### config.mk
export PLATFORM = sky130hd
export DESIGN_NAME = seq_stage_controller
export DESIGN_NICKNAME = d
export VERILOG_FILES = /design/src/rtl/seq_stage_controller.sv
export SDC_FILE = /design/constraint.sdc
export NUM_CORES = 1
export LEC_CHECK = 0
export BUFFER_PORTS_ARGS = -buffer_cell sky130_fd_sc_hd__buf_2
export CAP_MARGIN = 30
export CORE_UTILIZATION = 55
export DETAILED_ROUTE_END_ITERATION = 12
export GPL_TIMING_DRIVEN = 0
export PLACE_DENSITY = 0.86
export SLEW_MARGIN = 10
export SYNTH_ARGS = -nofsm -noshare
export SYNTH_HDL_FRONTEND = slang
export SYNTH_SLANG_ARGS = --single-unit
### constraint.sdc
create_clock -name clock -period 3.84 [get_ports clock]
set_input_delay 0.192 -clock clock [delete_from_list [all_inputs] [get_ports clock]]
set_output_delay 0.192 -clock clock [all_outputs]
set_load 0.01 [all_outputs]
### src/rtl/seq_stage_controller.sv
// Multi-cycle SEQ sequencer for the Y86 datapath: steps one instruction through
// FETCH..PCUPDATE, drives stage write enables and memory handshakes, owns stat.
module seq_stage_controller #(
   parameter int CNT_W = 32
) (
   input  logic             clock,
   input  logic             reset,
   input  logic             go,
   input  logic [3:0]       icode,
   input  logic             instr_valid,
   output logic             imem_req,
   input  logic             imem_ready,
   input  logic             imem_error,
   output logic             dmem_req,
   output logic             dmem_write,
   input  logic             dmem_ready,
   input  logic             dmem_error,
   output logic             cc_write_enable,
   output logic             regfile_write_enable,
   output logic             pc_write_enable,
   output logic [2:0]       state,
   output logic [2:0]       stat,
   output logic [CNT_W-1:0] cycle_count,
   output logic [CNT_W-1:0] retired_count
);

   typedef enum logic [2:0] {
      S_IDLE      = 3'd0,
      S_FETCH     = 3'd1,
      S_DECODE    = 3'd2,
      S_EXECUTE   = 3'd3,
      S_MEMORY    = 3'd4,
      S_WRITEBACK = 3'd5,
      S_PCUPDATE  = 3'd6,
      S_HALTED    = 3'd7
   } state_t;

   localparam logic [2:0] STAT_AOK = 3'd1;
   localparam logic [2:0] STAT_HLT = 3'd2;
   localparam logic [2:0] STAT_ADR = 3'd3;
   localparam logic [2:0] STAT_INS = 3'd4;

   state_t     cur, nxt;
   logic [2:0] stat_q, stat_nxt;
   logic [3:0] icode_q, icode_nxt;
   logic       retire;
   logic       is_mem, is_store, is_wb;

   always_comb begin
      is_mem   = 1'b0;
      is_store = 1'b0;
      is_wb    = 1'b0;
      case (icode_q)
         4'h4, 4'h8, 4'hA: begin is_mem = 1'b1; is_store = 1'b1; end
         4'h5, 4'h9, 4'hB: is_mem = 1'b1;
         default: ;
      endcase
      case (icode_q)
         4'h2, 4'h3, 4'h5, 4'h6, 4'h8, 4'h9, 4'hA, 4'hB: is_wb = 1'b1;
         default: ;
      endcase
   end

   always_comb begin
      nxt       = cur;
      stat_nxt  = stat_q;
      icode_nxt = icode_q;
      retire    = 1'b0;
      case (cur)
         S_IDLE:   if (go) nxt = S_FETCH;
         S_FETCH: begin
            if (imem_ready) begin
               // address fault outranks an illegal-instruction report
               if (imem_error) begin
                  nxt      = S_HALTED;
                  stat_nxt = STAT_ADR;
               end else if (!instr_valid) begin
                  nxt      = S_HALTED;
                  stat_nxt = STAT_INS;
               end else begin
                  icode_nxt = icode;
                  nxt       = S_DECODE;
               end
            end
         end
         S_DECODE: begin
            if (icode_q == 4'h0) begin
               nxt      = S_HALTED;
               stat_nxt = STAT_HLT;
               retire   = 1'b1;
            end else begin
               nxt = S_EXECUTE;
            end
         end
         S_EXECUTE: nxt = S_MEMORY;
         S_MEMORY: begin
            if (!is_mem) begin
               nxt = S_WRITEBACK;
            end else if (dmem_ready) begin
               if (dmem_error) begin
                  nxt      = S_HALTED;
                  stat_nxt = STAT_ADR;
               end else begin
                  nxt = S_WRITEBACK;
               end
            end
         end
         S_WRITEBACK: nxt = S_PCUPDATE;
         S_PCUPDATE: begin
            nxt    = S_FETCH;
            retire = 1'b1;
         end
         default: nxt = S_HALTED;
      endcase
   end

   always_ff @(posedge clock or negedge reset) begin
      if (!reset) begin
         cur           <= S_IDLE;
         stat_q        <= STAT_AOK;
         icode_q       <= 4'h0;
         cycle_count   <= '0;
         retired_count <= '0;
      end else begin
         cur     <= nxt;
         stat_q  <= stat_nxt;
         icode_q <= icode_nxt;
         if (cur != S_IDLE && cur != S_HALTED) cycle_count <= cycle_count + 1'b1;
         if (retire) retired_count <= retired_count + 1'b1;
      end
   end

   assign state                = cur;
   assign stat                 = stat_q;
   assign imem_req             = (cur == S_FETCH);
   assign dmem_req             = (cur == S_MEMORY) && is_mem;
   assign dmem_write           = (cur == S_MEMORY) && is_store;
   assign cc_write_enable      = (cur == S_EXECUTE) && (icode_q == 4'h6);
   assign regfile_write_enable = (cur == S_WRITEBACK) && is_wb;
   assign pc_write_enable      = (cur == S_PCUPDATE);

endmodule

==> metrics.md <==
| Metric | Value |
|---|---|
| Fmax | `between 400 and 500 MHz` |
| Reg area | `1850 sq um` |
| Post-CTS Setup Bufs | `0` |
| Largest family of logic cells by synthesized area | `simple AND/OR/NAND/NOR gates` |
| Effective utilization at floorplan | `0.576` |
| Post-Synth XOR/XNOR Area | `0.147` |
| Via count | `between 2000 and 3000` |
| EDFF count, synth | `0` |
| Synth Warn # | `0` |
| Sw Ratio | `0.343` |
| Inserted Clock Buffers | `9` |
| Layout Nets | `between 400 and 500` |
| Synth area leader | `dfrtp_1` |
| Mux share of post-synthesis cell area | `0.0220` |
| Worst Path Required | `between 4 and 5 ns` |
| Synth Area in Adders | `0.00676` |
| Area of the multi-input gates | `roughly 1700 sq um` |
| Power share of the combinational group | `0.319` |
| Least-Margin Pin Slew | `roughly 0.5 ns` |
| DRT Pass-1 Iters | `8` |
| Layout cells sized above 1 | `0.278` |
| GR Overflow Total | `0` |
| Sw power | `around 0.89 mW` |
| Area growth, synth to finish | `21.9%` |
| Fin crit share | `0.536` |
| Layout filler cell count | `500` |
| Pin count of the biggest net entering global routing | `49` |
| Unrepaired setup endpoints after global routing | `no` |
| Failing checks | `DRC` |
| Final Hold Viols | `0` |
| Total power draw | `about 2.6 mW` |
| Slew Limit Fails | `0` |
| Overall die area | `7060 sq um` |
| Post-cts sizing count | `0` |
| Critical path class | `register to register` |
| Core Footprint | `between 6000 and 7000 sq um` |
| Vias per Instance | `5.62` |
| Power Dens Cells | `between 500 and 600 nW/um^2` |
| Placer Congestion | `just under 0.9` |
| Clock latency on the worst-skew pair | `approximately 0.33 ns` |
| Aggregate global-route resource usage | `0.238` |
| Antenna violations before repair | `0` |
| Worst Skew | `roughly 0.008 ns` |
| CP arrival | `between 2 and 2.5 ns` |
| Tightest Hold Check Type | `primary input to register` |
| Per-cell routed wire length | `~15 microns` |
| Synth Area per Inst | `about 11 sq um` |
| Sequential-to-total area share from yosys stat | `0.501` |
| FF+latch count, synth | `74` |
| Critical path fanouts, max | `10` |
| Clock buffer depth | `2` |
| Hold slack | `0.0988 ns` |
| Main synth FF type | `dfrtp_1` |
| Ports | `just under 90` |
| Leak | `between 2 and 2.5 nW` |
| Synth top area share | `0.494` |
| CTS HTree Levels | `3` |
| Internal power | `around 1.7 mW` |
| Post-Syn Nets | `between 300 and 400` |
| DRC | `12` |
| Total of max-cap violations | `0` |
| Clock power frac | `0.268` |
| Critical path capture point type | `register` |
| Root buf cell | `clkbuf_8` |
| Synth Area in Simple Gates | `0.219` |
| First-pass GRT wire length | `13300 microns` |
| Setup WS post-layout | `1.78 ns` |
| Core Rows | `29` |
| Post-synthesis cell area | `~3700 sq um` |
| Post-route ant nets | `0` |
| Clk slew on worst S/H paths | `around 0.080 ns` |
| Final WL | `8100 microns` |
| N_diodes | `0` |
| I/O Buffers | `slightly below 90` |
| Cts hold-fix bufs | `1` |
| Fin crit period | `approximately 2.1 ns` |
| Setup crit start kind | `register` |
| Cell with the most instances after synthesis | `dfrtp_1` |
| Asr flop ratio synth | `1.00` |
| CTS tree | `yes` |
| Synth cell count leaders | `dfrtp_1 (73), xnor2_1 (33), xor2_1 (29)` |
| Core Util, Final | `0.702` |
| Post-synthesis cell type count | `51` |
| Pre-CTS setup slack | `~1.8 ns` |
| Vias in the first global route | `2868` |
| Num Clock Sinks | `74` |
| Iter 0 DRT Violations | `89` |
| Setup_tns | `0 ns` |
| Seq pwr share | `0.413` |
| Ranking of synthesized cells by area | `dfrtp_1 (49%), xnor2_1 (7.8%), xor2_1 (6.9%)` |
| Final setup violation count | `0` |
| Maximum vdd ir drop | `a little under 300 uV` |
| Die Width | `84.0 microns` |
| Outcome | `complete, but fails checks` |
| Syn Inst Count | `around 340` |
| Synth Area in Compound Gates | `0.0666` |
| DPL Wire Length | `between 5000 and 6000 microns` |
| Slew Limit Headroom | `0.661` |
| Die height | `between 80 and 90 microns` |
==> path summary, 6_finish.rpt <==
kind,startpoint,cells past startpoint,slack [ns],end
worst max-delay path,icode_q[0],5,1.78,retired_count[26]
worst min-delay path,icode[0],2,0.1,icode_q[0]
worst max register to register,icode_q[0],5,1.78,retired_count[26]
worst min register to register,retired_count[31],1,0.49,retired_count[31]
max in group asynchronous,reset,3,2.95,cycle_count[28]
min in group asynchronous,reset,2,0.33,icode_q[0]
==> per-stage QoR <==
step                      std cells  cell area [sq um]
final                           526               4510
after global routing            526               4510
after CTS                       526               4510
after detailed placement        509               4260
after global placement          508               4230
after floorplan                 344               3700
==> placed cells by master (no fill, tap or decap), drive strengths merged, types with 2 or more instances in the layout <==
cell type | synthesis | layout
ha | 2 | 2
a21oi | 9 | 9
a2111oi | 2 | 2
o21ai | 3 | 3
o211ai | 2 | 2
and2b | 2 | 2
buf | 1 | 89
mux2 | 6 | 6
inv | 11 | 11
clkbuf | 13 | 25
nand3 | 21 | 21
a211oi | 2 | 2
nor3 | 24 | 24
nor4 | 11 | 11
and2 | 2 | 2
bufinv | 0 | 2
nand2b | 3 | 3
o2111ai | 3 | 3
xor2 | 29 | 29
and3 | 10 | 10
dfrtp | 73 | 73
nor2 | 12 | 12
and4 | 8 | 8
xnor2 | 33 | 33
nand4 | 19 | 19
nand2 | 22 | 22
clkinv | 1 | 2
a21o | 2 | 2
==> logic make-up after synthesis <==
group                      after synthesis
and+or+nand+nor                        141
DFF                                     74
xor gates and xnor gates                62
AOI/OAI and AO/OA                       32
buffers and inverters                   26
muxes                                    7
adders and majority gates                2
==> flip-flops by register name, indices dropped and copies added (netlist names) <==
register,count
stat,3
retired_count,32
cycle_count,32
state,3
icode_q,4
==> power groups by stage <==
stage	clock (mW)	combinational (mW)	sequential [mW]
final	0.691	0.824	1.07
after CTS	0.707	0.829	1.06
after detailed placement	0	0.822	1.08
after global routing	0.743	0.903	1.08
after global placement	0	0.790	1.06
after floorplan	0	0.526	1.09
==> area by class of cell <==
| type | instances | share of cell area |
|---|---|---|
| plain buffers | 14 | 0.0208 |
| well taps | 77 | 0.0214 |
| clock buffers | 12 | 0.0366 |
| inverters | 12 | 0.00999 |
| multi-input cells | 244 | 0.379 |
| flip-flops and latches | 74 | 0.411 |
| clock inverters | 4 | 0.0161 |
| repair buffers | 89 | 0.105 |
==> layer usage <==
layer	up-vias	GRT usage	wire, microns
met1	1432	0.319	3640
met5	-	0	0
met3	8	0.0465	404
met4	0	0.0831	78
met2	93	0.390	3970
li1	1424	-	-
==> worst max-delay path, stage by stage, from the launching register on <==
cell,delay [ns]
dfrtp_1,0.46
nor4_4,0.44
o2111ai_1,0.26
clkbuf_1,0.31
nor3_1,0.32
xor2_1,0.18
No activity file was read; power rests on OpenSTA's default activity.
